[src/rtl/operand_capture_if.sv]
// Decode-side, forwarder-side and execute-side signals of the operand capture stage.
// The stage itself uses the slave modport; its environment uses the master modport.
interface operand_capture_if #(
    parameter int XLEN        = 32,
    parameter int PAYLOAD_W   = 64,
    parameter int STALL_CNT_W = 32
);
    logic                   in_valid;
    logic                   in_ready;
    logic [PAYLOAD_W-1:0]   in_payload;
    logic [4:0]             in_rs1;
    logic [4:0]             in_rs2;
    logic                   in_uses_rs1;
    logic                   in_uses_rs2;
    logic [4:0]             fwd_rs1;
    logic [4:0]             fwd_rs2;
    logic                   fwd1_valid;
    logic                   fwd2_valid;
    logic [XLEN-1:0]        fwd1_value;
    logic [XLEN-1:0]        fwd2_value;
    logic                   flush;
    logic                   out_valid;
    logic                   out_ready;
    logic [PAYLOAD_W-1:0]   out_payload;
    logic [XLEN-1:0]        out_op1;
    logic [XLEN-1:0]        out_op2;
    logic [STALL_CNT_W-1:0] stall_cycles;

    modport slave (
        input  in_valid, in_payload, in_rs1, in_rs2, in_uses_rs1, in_uses_rs2,
        input  fwd1_valid, fwd2_valid, fwd1_value, fwd2_value, flush, out_ready,
        output in_ready, fwd_rs1, fwd_rs2, out_valid, out_payload, out_op1, out_op2,
        output stall_cycles
    );

    modport master (
        output in_valid, in_payload, in_rs1, in_rs2, in_uses_rs1, in_uses_rs2,
        output fwd1_valid, fwd2_valid, fwd1_value, fwd2_value, flush, out_ready,
        input  in_ready, fwd_rs1, fwd_rs2, out_valid, out_payload, out_op1, out_op2,
        input  stall_cycles
    );
endinterface

[src/rtl/operand_capture_stage.sv]
// Stage-3 entry register: holds one decoded instruction, captures its forwarded operands.
// Latency: accept at N, out_valid earliest N+1. Backpressure: in_ready only when empty or firing.
module operand_capture_stage #(
    parameter int XLEN        = 32,
    parameter int PAYLOAD_W   = 64,
    parameter int STALL_CNT_W = 32
) (
    input  logic               clk,
    input  logic               rst,
    operand_capture_if.slave   bus
);
    typedef enum logic {IDLE, HELD} state_t;

    localparam logic [STALL_CNT_W-1:0] STALL_ONE = {{(STALL_CNT_W-1){1'b0}}, 1'b1};

    state_t                 state_q,   state_d;
    logic                   cap1_q,    cap1_d;
    logic                   cap2_q,    cap2_d;
    logic [XLEN-1:0]        op1_q,     op1_d;
    logic [XLEN-1:0]        op2_q,     op2_d;
    logic [PAYLOAD_W-1:0]   payload_q, payload_d;
    logic [4:0]             rs1_q,     rs1_d;
    logic [4:0]             rs2_q,     rs2_d;
    logic [STALL_CNT_W-1:0] stall_q,   stall_d;

    logic held;
    logic out_vld;
    logic in_rdy;
    logic fire;
    logic accept;

    always_comb begin
        held    = (state_q == HELD);
        out_vld = held && (cap1_q || bus.fwd1_valid) && (cap2_q || bus.fwd2_valid);
        in_rdy  = !held || (out_vld && bus.out_ready);
        // flush overrides both the hand-off to execute and the intake from decode
        fire    = out_vld && bus.out_ready && !bus.flush;
        accept  = bus.in_valid && in_rdy && !bus.flush;
    end

    always_comb begin
        state_d   = state_q;
        cap1_d    = cap1_q;
        cap2_d    = cap2_q;
        op1_d     = op1_q;
        op2_d     = op2_q;
        payload_d = payload_q;
        rs1_d     = rs1_q;
        rs2_d     = rs2_q;
        stall_d   = stall_q;

        if (bus.flush) begin
            state_d = IDLE;
            cap1_d  = 1'b0;
            cap2_d  = 1'b0;
        end else if (accept) begin
            // unused operands count as captured with value 0 and present rs=0
            state_d   = HELD;
            payload_d = bus.in_payload;
            rs1_d     = bus.in_uses_rs1 ? bus.in_rs1 : 5'd0;
            rs2_d     = bus.in_uses_rs2 ? bus.in_rs2 : 5'd0;
            cap1_d    = !bus.in_uses_rs1;
            cap2_d    = !bus.in_uses_rs2;
            op1_d     = '0;
            op2_d     = '0;
        end else if (fire) begin
            state_d = IDLE;
            cap1_d  = 1'b0;
            cap2_d  = 1'b0;
        end else if (held) begin
            if (!cap1_q && bus.fwd1_valid) begin
                cap1_d = 1'b1;
                op1_d  = bus.fwd1_value;
            end
            if (!cap2_q && bus.fwd2_valid) begin
                cap2_d = 1'b1;
                op2_d  = bus.fwd2_value;
            end
        end

        if (held && !out_vld && !bus.flush && (stall_q != '1)) begin
            stall_d = stall_q + STALL_ONE;
        end
    end

    always_ff @(posedge clk or posedge rst) begin
        if (rst) begin
            state_q   <= IDLE;
            cap1_q    <= 1'b0;
            cap2_q    <= 1'b0;
            op1_q     <= '0;
            op2_q     <= '0;
            payload_q <= '0;
            rs1_q     <= '0;
            rs2_q     <= '0;
            stall_q   <= '0;
        end else begin
            state_q   <= state_d;
            cap1_q    <= cap1_d;
            cap2_q    <= cap2_d;
            op1_q     <= op1_d;
            op2_q     <= op2_d;
            payload_q <= payload_d;
            rs1_q     <= rs1_d;
            rs2_q     <= rs2_d;
            stall_q   <= stall_d;
        end
    end

    assign bus.in_ready     = in_rdy;
    assign bus.out_valid    = out_vld;
    assign bus.out_payload  = payload_q;
    assign bus.fwd_rs1      = rs1_q;
    assign bus.fwd_rs2      = rs2_q;
    assign bus.out_op1      = cap1_q ? op1_q : bus.fwd1_value;
    assign bus.out_op2      = cap2_q ? op2_q : bus.fwd2_value;
    assign bus.stall_cycles = stall_q;
endmodule

[src/flat_wrapper.sv]
// flat-port wrapper written by rule: the top's interface ports become plain ports
module operand_capture_stage_flat 
#(
    parameter int XLEN        = 32,
    parameter int PAYLOAD_W   = 64,
    parameter int STALL_CNT_W = 32
)
  (clk, rst, bus_in_valid, bus_in_payload, bus_in_rs1, bus_in_rs2, bus_in_uses_rs1, bus_in_uses_rs2, bus_fwd1_valid, bus_fwd2_valid, bus_fwd1_value, bus_fwd2_value, bus_flush, bus_out_ready, bus_in_ready, bus_fwd_rs1, bus_fwd_rs2, bus_out_valid, bus_out_payload, bus_out_op1, bus_out_op2, bus_stall_cycles);
  operand_capture_if #(.XLEN(XLEN), .PAYLOAD_W(PAYLOAD_W), .STALL_CNT_W(STALL_CNT_W)) bus_i ();
  input  logic clk;
  input  logic rst;
  input wire logic [$bits(bus_i.in_valid)-1:0] bus_in_valid;
  input wire logic [$bits(bus_i.in_payload)-1:0] bus_in_payload;
  input wire logic [$bits(bus_i.in_rs1)-1:0] bus_in_rs1;
  input wire logic [$bits(bus_i.in_rs2)-1:0] bus_in_rs2;
  input wire logic [$bits(bus_i.in_uses_rs1)-1:0] bus_in_uses_rs1;
  input wire logic [$bits(bus_i.in_uses_rs2)-1:0] bus_in_uses_rs2;
  input wire logic [$bits(bus_i.fwd1_valid)-1:0] bus_fwd1_valid;
  input wire logic [$bits(bus_i.fwd2_valid)-1:0] bus_fwd2_valid;
  input wire logic [$bits(bus_i.fwd1_value)-1:0] bus_fwd1_value;
  input wire logic [$bits(bus_i.fwd2_value)-1:0] bus_fwd2_value;
  input wire logic [$bits(bus_i.flush)-1:0] bus_flush;
  input wire logic [$bits(bus_i.out_ready)-1:0] bus_out_ready;
  output wire logic [$bits(bus_i.in_ready)-1:0] bus_in_ready;
  output wire logic [$bits(bus_i.fwd_rs1)-1:0] bus_fwd_rs1;
  output wire logic [$bits(bus_i.fwd_rs2)-1:0] bus_fwd_rs2;
  output wire logic [$bits(bus_i.out_valid)-1:0] bus_out_valid;
  output wire logic [$bits(bus_i.out_payload)-1:0] bus_out_payload;
  output wire logic [$bits(bus_i.out_op1)-1:0] bus_out_op1;
  output wire logic [$bits(bus_i.out_op2)-1:0] bus_out_op2;
  output wire logic [$bits(bus_i.stall_cycles)-1:0] bus_stall_cycles;
  assign bus_i.in_valid = bus_in_valid;
  assign bus_i.in_payload = bus_in_payload;
  assign bus_i.in_rs1 = bus_in_rs1;
  assign bus_i.in_rs2 = bus_in_rs2;
  assign bus_i.in_uses_rs1 = bus_in_uses_rs1;
  assign bus_i.in_uses_rs2 = bus_in_uses_rs2;
  assign bus_i.fwd1_valid = bus_fwd1_valid;
  assign bus_i.fwd2_valid = bus_fwd2_valid;
  assign bus_i.fwd1_value = bus_fwd1_value;
  assign bus_i.fwd2_value = bus_fwd2_value;
  assign bus_i.flush = bus_flush;
  assign bus_i.out_ready = bus_out_ready;
  assign bus_in_ready = bus_i.in_ready;
  assign bus_fwd_rs1 = bus_i.fwd_rs1;
  assign bus_fwd_rs2 = bus_i.fwd_rs2;
  assign bus_out_valid = bus_i.out_valid;
  assign bus_out_payload = bus_i.out_payload;
  assign bus_out_op1 = bus_i.out_op1;
  assign bus_out_op2 = bus_i.out_op2;
  assign bus_stall_cycles = bus_i.stall_cycles;
  operand_capture_stage #(.XLEN(XLEN), .PAYLOAD_W(PAYLOAD_W), .STALL_CNT_W(STALL_CNT_W)) u_core (.clk(clk), .rst(rst), .bus(bus_i));
endmodule
[config.mk]
export PLATFORM = sky130hd
export DESIGN_NAME = operand_capture_stage_flat
export DESIGN_NICKNAME = d
export VERILOG_FILES = /design/src/rtl/operand_capture_if.sv /design/src/rtl/operand_capture_stage.sv /design/src/flat_wrapper.sv
export SDC_FILE = /design/constraint.sdc
export NUM_CORES = 1
export LEC_CHECK = 0
export CORE_MARGIN = 5
export CORE_UTILIZATION = 46
export CTS_CLUSTER_DIAMETER = 30
export CTS_CLUSTER_SIZE = 20
export DETAILED_ROUTE_END_ITERATION = 12
export PLACE_DENSITY = 0.85
export SLEW_MARGIN = 5
export SYNTH_ARGS = -nofsm -noshare
export SYNTH_HDL_FRONTEND = slang
export SYNTH_SLANG_ARGS = --single-unit
[constraint.sdc]
create_clock -name clk -period 18.2 [get_ports clk]
set_input_delay 4.55 -clock clk [delete_from_list [all_inputs] [get_ports clk]]
set_output_delay 4.55 -clock clk [all_outputs]
set_load 0.01 [all_outputs]
==> results.json <==
{
  "hold_path.class": "register to register",
  "run_status": "finished clean",
  "pwr-share-comb_pct": 24.6,
  "cp.required_ns": 13.65,
  "core_um2": 16500,
  "timing.hold.ws_ns": 0.466,
  "cp-start-kind": "primary input",
  "hold_violations": 0,
  "ir_drop_mv": 0.0597,
  "synth_edf_count": 0,
  "maxSlewHeadroom_pct": 33.1,
  "cts-root-buf": "clkbuf_16",
  "pin_count": 319,
  "ys_top_cells_by_area": "dfrtp_1, nand2_1, mux2_2",
  "fin_tns_setup_ns": 0,
  "insertedDiodeCount": 0,
  "worstSetupPathType": "primary input to output pin",
  "holdBufCountCts": 0,
  "p_per_area_nw_per_um2": 95.7,
  "htreeDepth": 4,
  "path_max_fanout": 4,
  "switching_power_mw": 0.309,
  "rsz0062_at_grt": "no",
  "synth_largest_area_cell": "dfrtp_1",
  "syn_avg_cell_area_um2": 10.0,
  "skew_ns": 0.00801,
  "fmax_mhz": 93.1,
  "finalCriticalPeriod_ns": 10.74,
  "clock-sinks": 173,
  "seq_area_frac_synth_pct": 56.2,
  "portBuffers": 318,
  "p_sw_share_pct": 27.8,
  "area_delta_synth_final_pct": 51.0,
  "place.gp.congestion": 0.823,
  "insertion_delay_ns": 0.42,
  "grt_pass1_wl_um": 37300,
  "clk_path_buf_depth": 2,
  "drtIter0Drc": 333,
  "tightest_slew_ns": 1.00,
  "syn_area_um2": 7700,
  "grt_max_degree": 99,
  "hpwl_um": 16600,
  "initial_utilization_pct": 46.6,
  "pre_cts_ws_ns": 7.48,
  "ys_ff_latch": 173,
  "vias": 6721,
  "p_leak_nw": 5.32,
  "nets": 1215,
  "slew_violations": 0,
  "cap_violations": 0,
  "final.setup.worst_slack_ns": 7.46,
  "overflow": 0,
  "first_global_vias": 6877,
  "synthArstFlopShare_pct": 100,
  "synth_nets": 918,
  "routed_wl_um": 23400,
  "yosysWarnings": 0,
  "cts_made_buffers": 17,
  "pwr-share-clk_pct": 33.2,
  "fin_crit_sh_pct": 59.0,
  "seq_power_share_pct": 42.2,
  "ctsResizeCount": 0,
  "synth.distinct_cells": 42,
  "tritoncts": "built",
  "antenna_left": 0,
  "die_area_um2": 19400,
  "arrival_ns": 6.19,
  "drive_above_1_share_pct": 10.7,
  "drc_errors": 0,
  "cts_setup_buffers": 0,
  "synth_cells": 770,
  "grt_use_total_pct": 24.0,
  "p_int_mw": 0.804,
  "setup_viol": 0,
  "wire_per_inst_um": 18.0,
  "worst_setup_path_end_kind": "output pin",
  "path_clk_slew_ns": 0.07,
  "avgViaCountPerCell": 5.17,
  "synthFlopType": "dfrtp_1",
  "firstDrtPassIters": 5,
  "fp.dieW_um": 139,
  "row_count": 47,
  "r2r_setup_slack_ns": 15.42,
  "die_height_um": 139,
  "antenna_found_initial": 0,
  "netlist.area_leader.share_pct": 56.2
}
## state kept, by name, indices dropped and copies added, names as in the netlist
register	cells
u_core.bus.out_payload	64
u_core.bus.stall_cycles	32
u_core.op1_q	32
u_core.op2_q	32
u_core.bus.fwd_rs1	5
u_core.bus.fwd_rs2	5
u_core.cap1_q	1
u_core.cap2_q	1
u_core.held	1
## Yosys cell counts (2+ instances only)
library cell / number
nand2_1: 287
dfrtp_1: 173
mux2_2: 65
o21ai_0: 34
a22o_1: 32
nand3_1: 29
xnor2_1: 23
buf_2: 21
clkbuf_1: 19
nor2_1: 11
and3_1: 8
nand4_1: 8
xor2_1: 7
buf_1: 6
inv_1: 6
nor3_1: 5
and4_1: 4
a21o_1: 3
nand2b_1: 3
and2_1: 2
nand4b_1: 2
nor4_1: 2
## cell usage in the layout (no fill, tap or decap), types with 5 or more instances in the layout
cell type | netlist | layout
nand2_1 | 287 | 287
o21ai_0 | 34 | 34
buf_4 | 0 | 7
clkbuf_16 | 0 | 17
dfrtp_1 | 173 | 173
xnor2_1 | 23 | 23
clkdlybuf4s50_1 | 0 | 318
xor2_1 | 7 | 7
mux2_2 | 65 | 65
inv_6 | 0 | 7
nor3_1 | 5 | 5
nor2_1 | 11 | 9
and3_1 | 8 | 8
inv_1 | 6 | 5
nand3_1 | 29 | 29
a22o_1 | 32 | 32
nand4_1 | 8 | 8
## per-layer routing
metal	up-vias	track usage (%)	wire length, µm	part of all wire [%]
li1	3163	-	-	-
met1	3259	29.0	9280	40
met2	263	39.7	11700	50
met3	36	7.89	1850	7.9
met4	0	9.53	621	2.6
met5	-	0	0	0
## worst paths after layout
check | startpoint | endpoint | depth (start not counted)
setup / recovery | bus_fwd1_valid | bus_in_ready | 5
hold / removal | u_core.bus.fwd_rs2[1] | u_core.bus.fwd_rs2[1] | 2
setup reg to reg | u_core.cap2_q | u_core.op1_q[14] | 7
hold reg to reg | u_core.bus.fwd_rs2[1] | u_core.bus.fwd_rs2[1] | 2
max in group asynchronous | rst | u_core.bus.fwd_rs1[1] | 3
min in group asynchronous | rst | u_core.bus.out_payload[19] | 2
## through the flow
step	power [mW]	std cells	area [µm²]	util, %
6_report	1.11	1300	11600	70.4
5_1_grt	1.17	1300	11600	70.4
4_1_cts	1.12	1300	11600	70.4
3_5_place_dp	0.751	1268	11000	66.7
3_3_place_gp	0.742	1268	11000	66.7
2_1_floorplan	0.587	770	7700	-
## kinds of logic after synthesis
family,Yosys count,share of synthesized area (%)
compound gates,78,7.23
xor+xnor,30,3.41
fa+ha+maj,1,0.162
buf+inv,53,3.02
flops,173,56.2
mux,66,9.63
simple gates,369,20.3
## cell type report
cell class	count	area (µm²)
fillers	1201	4900
flip-flops and latches	173	4330
repair buffers	325	3240
multi-input cells	544	3160
clock buffers	19	453
well taps	220	275
clock inverters	13	149
inverters	6	27.5
## power groups by stage
| stage | sequential, mW | clock (mW) | combinational (mW) |
|---|---|---|---|
| floorplan | 0.486 | 0 | 0.102 |
| global placement | 0.472 | 0 | 0.270 |
| detailed placement | 0.475 | 0 | 0.276 |
| CTS | 0.469 | 0.378 | 0.278 |
| global route | 0.476 | 0.395 | 0.296 |
| finish | 0.470 | 0.370 | 0.273 |
## critical path, cell delays in order
cell and delay (ns):
clkdlybuf4s50_1 0.50, o221a_2 0.33, nor2_1 0.19, inv_1 0.12, clkdlybuf4s50_1 0.50
Power figures use the tool's default switching activity.
